**src/rtl/alu_arbiter_if.sv**
```systemverilog
// Bundle of both requester channels and the shared-ALU port for alu_arbiter.
// The arbiter takes the slave side; the requesters and the ALU sit on the master side.
interface alu_arbiter_if #(
   parameter int WIDTH = 32
);
   logic             req0_valid;
   logic             req0_ready;
   logic [WIDTH-1:0] req0_a;
   logic [WIDTH-1:0] req0_b;
   logic [3:0]       req0_op;
   logic             rsp0_valid;
   logic [WIDTH-1:0] rsp0_data;

   logic             req1_valid;
   logic             req1_ready;
   logic [WIDTH-1:0] req1_a;
   logic [WIDTH-1:0] req1_b;
   logic [3:0]       req1_op;
   logic             rsp1_valid;
   logic [WIDTH-1:0] rsp1_data;

   logic [WIDTH-1:0] alu_a;
   logic [WIDTH-1:0] alu_b;
   logic [3:0]       alu_op;
   logic [WIDTH-1:0] alu_out;
   logic             grant_id;

   modport slave (
      input  req0_valid, req0_a, req0_b, req0_op,
      input  req1_valid, req1_a, req1_b, req1_op,
      input  alu_out,
      output req0_ready, rsp0_valid, rsp0_data,
      output req1_ready, rsp1_valid, rsp1_data,
      output alu_a, alu_b, alu_op, grant_id
   );

   modport master (
      output req0_valid, req0_a, req0_b, req0_op,
      output req1_valid, req1_a, req1_b, req1_op,
      output alu_out,
      input  req0_ready, rsp0_valid, rsp0_data,
      input  req1_ready, rsp1_valid, rsp1_data,
      input  alu_a, alu_b, alu_op, grant_id
   );
endinterface

```
**src/rtl/alu_arbiter.sv**
```systemverilog
// Two-requester arbiter in front of one shared combinational ALU, result latency 1.
// Define ALU_ARB_FIXED_PRIO_EN for fixed priority (requester 0 wins); default is round-robin.
module alu_arbiter #(
   parameter int         WIDTH   = 32,
   parameter logic [3:0] IDLE_OP = 4'b0000
) (
   input  logic         clk,
   input  logic         rst,
   alu_arbiter_if.slave bus
);
   logic [1:0]       req_valid;
   logic [WIDTH-1:0] req_a  [2];
   logic [WIDTH-1:0] req_b  [2];
   logic [3:0]       req_op [2];
   logic [1:0]       grant;

   assign req_valid = {bus.req1_valid, bus.req0_valid};
   assign req_a[0]  = bus.req0_a;
   assign req_a[1]  = bus.req1_a;
   assign req_b[0]  = bus.req0_b;
   assign req_b[1]  = bus.req1_b;
   assign req_op[0] = bus.req0_op;
   assign req_op[1] = bus.req1_op;

`ifdef ALU_ARB_FIXED_PRIO_EN
   always_comb begin
      grant = 2'b00;
      if (!rst) begin
         if (req_valid[0]) begin
            grant = 2'b01;
         end else if (req_valid[1]) begin
            grant = 2'b10;
         end
      end
   end
`else
   logic last_grant_q;
   logic last_grant_d;

   // Grant is gated by rst so a reset cycle never transfers or produces a response.
   always_comb begin
      grant = 2'b00;
      if (!rst) begin
         if (req_valid == 2'b11) begin
            grant = last_grant_q ? 2'b01 : 2'b10;
         end else begin
            grant = req_valid;
         end
      end
   end

   always_comb begin
      last_grant_d = last_grant_q;
      if (grant[0]) begin
         last_grant_d = 1'b0;
      end else if (grant[1]) begin
         last_grant_d = 1'b1;
      end
   end

   always_ff @(posedge clk) begin
      if (rst) begin
         last_grant_q <= 1'b1;
      end else begin
         last_grant_q <= last_grant_d;
      end
   end
`endif

   assign bus.req0_ready = grant[0];
   assign bus.req1_ready = grant[1];
   assign bus.grant_id   = grant[1];

   always_comb begin
      bus.alu_a  = '0;
      bus.alu_b  = '0;
      bus.alu_op = IDLE_OP;
      if (grant[0]) begin
         bus.alu_a  = req_a[0];
         bus.alu_b  = req_b[0];
         bus.alu_op = req_op[0];
      end else if (grant[1]) begin
         bus.alu_a  = req_a[1];
         bus.alu_b  = req_b[1];
         bus.alu_op = req_op[1];
      end
   end

   genvar gi;
   for (gi = 0; gi < 2; gi++) begin : gen_rsp
      logic             rsp_valid_q;
      logic             rsp_valid_d;
      logic [WIDTH-1:0] rsp_data_q;
      logic [WIDTH-1:0] rsp_data_d;

      // Each response register only moves on its own requester's grant.
      always_comb begin
         rsp_valid_d = grant[gi];
         rsp_data_d  = rsp_data_q;
         if (grant[gi]) begin
            rsp_data_d = bus.alu_out;
         end
      end

      always_ff @(posedge clk) begin
         if (rst) begin
            rsp_valid_q <= 1'b0;
            rsp_data_q  <= '0;
         end else begin
            rsp_valid_q <= rsp_valid_d;
            rsp_data_q  <= rsp_data_d;
         end
      end

      if (gi == 0) begin : g_port0
         assign bus.rsp0_valid = rsp_valid_q;
         assign bus.rsp0_data  = rsp_data_q;
      end else begin : g_port1
         assign bus.rsp1_valid = rsp_valid_q;
         assign bus.rsp1_data  = rsp_data_q;
      end
   end
endmodule

```
**src/flat_wrapper.sv**
```systemverilog
// flat-port wrapper written by rule: the top's interface ports become plain ports
module alu_arbiter_flat 
#(
   parameter int         WIDTH   = 32,
   parameter logic [3:0] IDLE_OP = 4'b0000
)
  (clk, rst, bus_req0_valid, bus_req0_a, bus_req0_b, bus_req0_op, bus_req1_valid, bus_req1_a, bus_req1_b, bus_req1_op, bus_alu_out, bus_req0_ready, bus_rsp0_valid, bus_rsp0_data, bus_req1_ready, bus_rsp1_valid, bus_rsp1_data, bus_alu_a, bus_alu_b, bus_alu_op, bus_grant_id);
  alu_arbiter_if #(.WIDTH(WIDTH)) bus_i ();
  input  logic clk;
  input  logic rst;
  input wire logic [$bits(bus_i.req0_valid)-1:0] bus_req0_valid;
  input wire logic [$bits(bus_i.req0_a)-1:0] bus_req0_a;
  input wire logic [$bits(bus_i.req0_b)-1:0] bus_req0_b;
  input wire logic [$bits(bus_i.req0_op)-1:0] bus_req0_op;
  input wire logic [$bits(bus_i.req1_valid)-1:0] bus_req1_valid;
  input wire logic [$bits(bus_i.req1_a)-1:0] bus_req1_a;
  input wire logic [$bits(bus_i.req1_b)-1:0] bus_req1_b;
  input wire logic [$bits(bus_i.req1_op)-1:0] bus_req1_op;
  input wire logic [$bits(bus_i.alu_out)-1:0] bus_alu_out;
  output wire logic [$bits(bus_i.req0_ready)-1:0] bus_req0_ready;
  output wire logic [$bits(bus_i.rsp0_valid)-1:0] bus_rsp0_valid;
  output wire logic [$bits(bus_i.rsp0_data)-1:0] bus_rsp0_data;
  output wire logic [$bits(bus_i.req1_ready)-1:0] bus_req1_ready;
  output wire logic [$bits(bus_i.rsp1_valid)-1:0] bus_rsp1_valid;
  output wire logic [$bits(bus_i.rsp1_data)-1:0] bus_rsp1_data;
  output wire logic [$bits(bus_i.alu_a)-1:0] bus_alu_a;
  output wire logic [$bits(bus_i.alu_b)-1:0] bus_alu_b;
  output wire logic [$bits(bus_i.alu_op)-1:0] bus_alu_op;
  output wire logic [$bits(bus_i.grant_id)-1:0] bus_grant_id;
  assign bus_i.req0_valid = bus_req0_valid;
  assign bus_i.req0_a = bus_req0_a;
  assign bus_i.req0_b = bus_req0_b;
  assign bus_i.req0_op = bus_req0_op;
  assign bus_i.req1_valid = bus_req1_valid;
  assign bus_i.req1_a = bus_req1_a;
  assign bus_i.req1_b = bus_req1_b;
  assign bus_i.req1_op = bus_req1_op;
  assign bus_i.alu_out = bus_alu_out;
  assign bus_req0_ready = bus_i.req0_ready;
  assign bus_rsp0_valid = bus_i.rsp0_valid;
  assign bus_rsp0_data = bus_i.rsp0_data;
  assign bus_req1_ready = bus_i.req1_ready;
  assign bus_rsp1_valid = bus_i.rsp1_valid;
  assign bus_rsp1_data = bus_i.rsp1_data;
  assign bus_alu_a = bus_i.alu_a;
  assign bus_alu_b = bus_i.alu_b;
  assign bus_alu_op = bus_i.alu_op;
  assign bus_grant_id = bus_i.grant_id;
  alu_arbiter #(.WIDTH(WIDTH), .IDLE_OP(IDLE_OP)) u_core (.clk(clk), .rst(rst), .bus(bus_i));
endmodule
```
**config.mk**
```make
export PLATFORM = sky130hd
export DESIGN_NAME = alu_arbiter_flat
export DESIGN_NICKNAME = d
export VERILOG_FILES = /design/src/rtl/alu_arbiter_if.sv /design/src/rtl/alu_arbiter.sv /design/src/flat_wrapper.sv
export SDC_FILE = /design/constraint.sdc
export NUM_CORES = 1
export LEC_CHECK = 0
export ABC_CLOCK_PERIOD_IN_PS = 1500
export BUFFER_PORTS_ARGS = -buffer_cell sky130_fd_sc_hd__buf_2
export CAP_MARGIN = 20
export CORE_UTILIZATION = 25
export DETAILED_ROUTE_END_ITERATION = 12
export PLACE_DENSITY = 0.69
export SLEW_MARGIN = 20
export SYNTH_ARGS = -nofsm -noshare
export SYNTH_HDL_FRONTEND = slang
export SYNTH_SLANG_ARGS = --single-unit
```
**constraint.sdc**
```tcl
create_clock -name clk -period 1.5 [get_ports clk]
set_input_delay 0.375 -clock clk [delete_from_list [all_inputs] [get_ports clk]]
set_output_delay 0.375 -clock clk [all_outputs]
set_load 0.1 [all_outputs]
```
## Yosys cells after proc, flatten, opt, wreduce, memory -nomap -nowiden

Index checks and enable logic that the tools add are counted.

| operators by class | value |
|---|---|
| equal/unequal tests | 1 |
| mux-type cells | 11 |
| reduce and logical (&&, ||, !) cells | 1 |

Operators by type and width:

| cell | count |
|---|---|
| 2-to-1 mux 32 bit | 4 |
| 2-to-1 mux 4 bit | 2 |
| 2-to-1 mux 2 bit | 3 |
| equality test 2 bit (second input constant) | 1 |
| 2-to-1 mux 1 bit | 2 |
| nonzero test 2 bit | 1 |

| word-level totals | value |
|---|---|
| register bits | 67 |
| input bits | 172 |
| output and inout port bits | 137 |
| logic and storage cells | 18 |

## Depth between registers and ports, before layout

| depth | value |
|---|---|
| depth in word-level cells | 5 |
| depth in mapped cells | 5 |
| gate-level depth less buffers | 3 |

## Least setup slack after synthesis

Ideal clock, no wire load.

| path | value |
|---|---|
| path type | input-to-output |
| start point | in bus_req1_valid |
| end point | out bus_req1_ready |
| arrival | 2.649 ns |
| required time | 1.125 ns |
| slack | -1.524 ns |
| cell stages on the path | 5 |
| path buffers | 3 |
| path through | a21bo_2 > buf_2 > buf_2 > nor2_1 > buf_4 |

| between the ends | value |
|---|---|
| cells in the longest elaborated chain, start to end | 3 |

RTL lines:

| what | line | source |
|---|---|---|
| start: declaration | flat_wrapper.sv:15 | `input wire logic [$bits(bus_i.req1_valid)-1:0] bus_req1_valid;` |
| equality test 2 bit | alu_arbiter.sv:44 | `if (req_valid == 2'b11) begin` |
| 2-to-1 mux 2 bit (*) | alu_arbiter.sv:44 |  |
| 2-to-1 mux 2 bit (*) | alu_arbiter.sv:43 | `if (!rst) begin` |
| end: declaration | flat_wrapper.sv:23 | `output wire logic [$bits(bus_i.req1_ready)-1:0] bus_req1_ready;` |

Every way passes the cells marked *; elsewhere a longest branch is shown, timed or not.

## Worst setup path in the final report

| path | value |
|---|---|
| start point | reg u_core.last_grant_q |
| end point | out bus_alu_b[12] |

| between the ends | value |
|---|---|
| cells in the longest elaborated chain, start to end | 5 |

RTL lines:

| what | line | source |
|---|---|---|
| start: declaration | alu_arbiter.sv:37 | `logic last_grant_q;` |
| start signal: assignment | alu_arbiter.sv:65 | `last_grant_q <= last_grant_d;` |
| 2-to-1 mux 2 bit (*) | alu_arbiter.sv:45 | `grant = last_grant_q ? 2'b01 : 2'b10;` |
| 2-to-1 mux 2 bit (*) | alu_arbiter.sv:44 |  |
| 2-to-1 mux 2 bit (*) | alu_arbiter.sv:43 |  |
| 2-to-1 mux 32 bit | alu_arbiter.sv:82 | `end else if (grant[1]) begin` |
| 2-to-1 mux 32 bit (*) | alu_arbiter.sv:78 | `if (grant[0]) begin` |
| end: declaration | flat_wrapper.sv:27 | `output wire logic [$bits(bus_i.alu_b)-1:0] bus_alu_b;` |

Marked as above.

==> impl_metrics.py <==
metrics = {
    "grt": {
        "use_met3_pct": 6.65,
        "grt_overflow": 0,
        "grt_max_degree": 46,
        "antenna_found_initial": 2,
        "top_usage_layer": "met2",
        "met1_usage_pct": 24.2,
        "grt_pass1_wl_um": 24300,
        "grt_usage_pct": 21.1,
        "grt_pass1_vias": 4602,
        "met2_usage_pct": 37.0,
    },
    "power": {
        "ir_drop_mv": 0.402,
        "total_power_uw": 7460,
        "p_per_area_nw_per_um2": 1020,
        "leakage_uw": 0.00315,
    },
    "worst_setup_path": {
        "critical_path_required_ns": 1.12,
        "worstPathMaxFanout": 22,
        "startpoint": "u_core.last_grant_q$_SDFFE_PP1P_",
        "slowest_delay_ns": 0.36,
        "slowest_stage": "dfxtp_2",
        "start_kind": "register",
        "critPathCaptureType": "output pin",
        "cp_common_cell": "buf_12",
        "crit_type": "reg -> out",
        "worstPathArrival_ns": 1.63,
        "reg2reg_from": "u_core.last_grant_q$_SDFFE_PP1P_",
        "cp_cell_sequence": "nand2b_4, buf_12, a32oi_1, nor2_1, buf_12",
    },
    "sta": {
        "min_period_ns": 2.01,
        "finalWorstSetupSlack_ns": -0.509,
        "slew_headroom_pct": 66.4,
        "tightest_slew_ns": 0.508,
        "drv_slew": 0,
        "fin_skew_ns": 0.00277,
        "timing.fmax_mhz": 498,
        "grt_setup_unrepaired": "yes",
        "finalSetupTns_ns": -32.91,
        "setup_viol": 71,
        "min_period_over_period_pct": 134,
        "whs_ns": 0.296,
        "hold_viol": 0,
    },
    "final_layout": {
        "layout-drive-gt1-share_pct": 53.5,
        "post-route-util_pct": 52.5,
        "area_growth_pct": 104,
        "fin_nets": 945,
    },
    "synth": {
        "synth_warnings": 0,
        "synth_nets": 638,
        "synthDistinctLibCells": 17,
        "netlist_area_um2": 3580,
        "synth-seq-area-share_pct": 37.5,
        "synthCells": 466,
        "synth_top_cell_by_area": "dfxtp_1",
        "synth_top_cells_by_area": "dfxtp_1 (37%), a32oi_1 (17%), nand4b_1 (7.8%), nor2_1 (7.3%), nand2_1 (6.8%)",
        "syn_area_per_cell_um2": 7.68,
        "yosysTopAreaCellShare_pct": 37.5,
        "synth-seq-cells": 67,
    },
    "flow_run": {
        "drv_cap": 0,
    },
    "floorplan": {
        "core_um2": 13900,
        "fp-row-count": 43,
        "die_width_um": 122,
        "die_area_um2": 14800,
        "die_y_um": 122,
        "io_pins": 309,
        "start_util_pct": 25.7,
    },
    "cts": {
        "worstSkewPairLatency_ns": 0.32,
        "h-tree-depth": 3,
        "cts_buffer_depth": 2,
        "cts-root-buf": "clkbuf_16",
        "cts_sinks": 67,
        "cts_made_buffers": 9,
        "path_clk_slew_ns": 0.05,
        "cts_tree": "built",
    },
    "detailed_routing": {
        "wl_per_cell_um": 17.3,
        "drtIter0Drc": 348,
        "drt.antenna.violating_nets": 0,
        "drcViolationCount": 0,
        "vias_per_cell": 5.02,
        "wl_um": 16600,
        "dr.pass1.iters": 5,
        "vias": 4812,
    },
    "status": {
        "run_status": "complete, but fails checks",
        "violations": "setup timing",
    },
    "placement": {
        "hpwl_um": 12300,
        "portBuffers": 308,
        "pre_cts_slack_ns": -0.435,
        "gp_congestion": 0.890,
    },
    "worst_hold_path": {
        "hold_path.class": "in -> reg",
        "hp-start": "bus_alu_out[27]",
    },
}
-- cell usage after synthesis --
master	instances
o21ai_1	4
buf_4	1
a21bo_2	1
nor2b_1	2
dfxtp_1	67
o21ai_0	29
clkbuf_2	4
a21oi_1	32
and2_1	1
nand2_1	65
buf_2	36
nand2b_1	34
nand4b_1	32
nor2_1	70
a21boi_1	1
clkbuf_1	19
a32oi_1	68
-- cells by family (layout without fill, tap and decap cells) --
family,after synthesis,after routing,synth area share (%)
AOI/OAI and AO/OA,135,135,26.2
and+or+nand+nor,204,204,28.5
other,0,2,0
DFF,67,67,37.5
buffers and inverters,60,371,7.80
-- final timing paths --
path	endpoint	slack [ns]	cells after the start
setup / recovery	bus_alu_b[12]	-0.51	5
hold / removal	u_core.bus.rsp1_data[27]$_SDFFE_PP0N_	0.30	3
setup reg to reg	u_core.bus.rsp1_data[20]$_SDFFE_PP0N_	0.13	6
hold reg to reg	u_core.bus.rsp1_data[9]$_SDFFE_PP0N_	0.45	2
-- layout make-up --
cell class,instances,area [um2]
multi-input combinational,339,2180
clock inverter,4,50.0
tap,180,225
clock buffer,11,253
fill,1273,6620
sequential,67,1340
timing repair buffer,356,3260
antenna,2,5.00
-- layout by cell type, fill, tap and decap left out, drive strengths merged, types with 32 or more instances in the layout --
| cell | count |
|---|---|
| a21oi | 32 |
| a32oi | 68 |
| buf | 328 |
| clkbuf | 39 |
| dfxtp | 67 |
| nand2 | 65 |
| nand2b | 34 |
| nand4b | 32 |
| nor2 | 70 |
| o21ai | 33 |
-- critical path: cells and delay by family, from the launching register on --
family          cells  cell delay [ns]
flops               1             0.36
simple gates        2             0.43
compound gates      1             0.11
buf+inv             2             0.40
-- registers in the layout, summed over array words and instances (netlist names) --
register / count
u_core.bus.rsp0_data: 32
u_core.bus.rsp1_data: 32
u_core.bus.rsp0_valid: 1
u_core.bus.rsp1_valid: 1
u_core.last_grant_q: 1
-- stage by stage --
stage / area (um2) / cells
global placement: 6770 / 938
CTS: 7180 / 957
floorplan: 3780 / 466
finish: 7310 / 959
detailed placement: 6770 / 938
global route: 7310 / 959
-- routing by layer --
metal | up-vias | part of all wire (%) | routed length (um)
li1 | 2300 | - | -
met2 | 231 | 51 | 8520
met3 | 21 | 8.1 | 1340
met1 | 2260 | 39 | 6480
met5 | - | 0 | 0
met4 | 0 | 1.7 | 285
-- what timing repair did --
| item | 4_1_cts | 5_1_grt |
|---|---|---|
| buffers inserted | 3 | 0 |
| hold buffers | 0 | 0 |
| setup endpoints to repair | 71 | 103 |
| pin swaps | 4 | 9 |
| endpoints found under the hold margin | 0 | 0 |
| gates resized for setup | 14 | 47 |
| cloned | 1 | 0 |
-- report_power, final --
part / internal (uW) / leakage (uW) / total, uW / switching, uW
Clock: 1360 / 0.000144 / 2110 / 744
Combinational: 1050 / 0.00245 / 3400 / 2350
Sequential: 1890 / 0.000551 / 1950 / 58.8
Power figures use the tool's default switching activity.
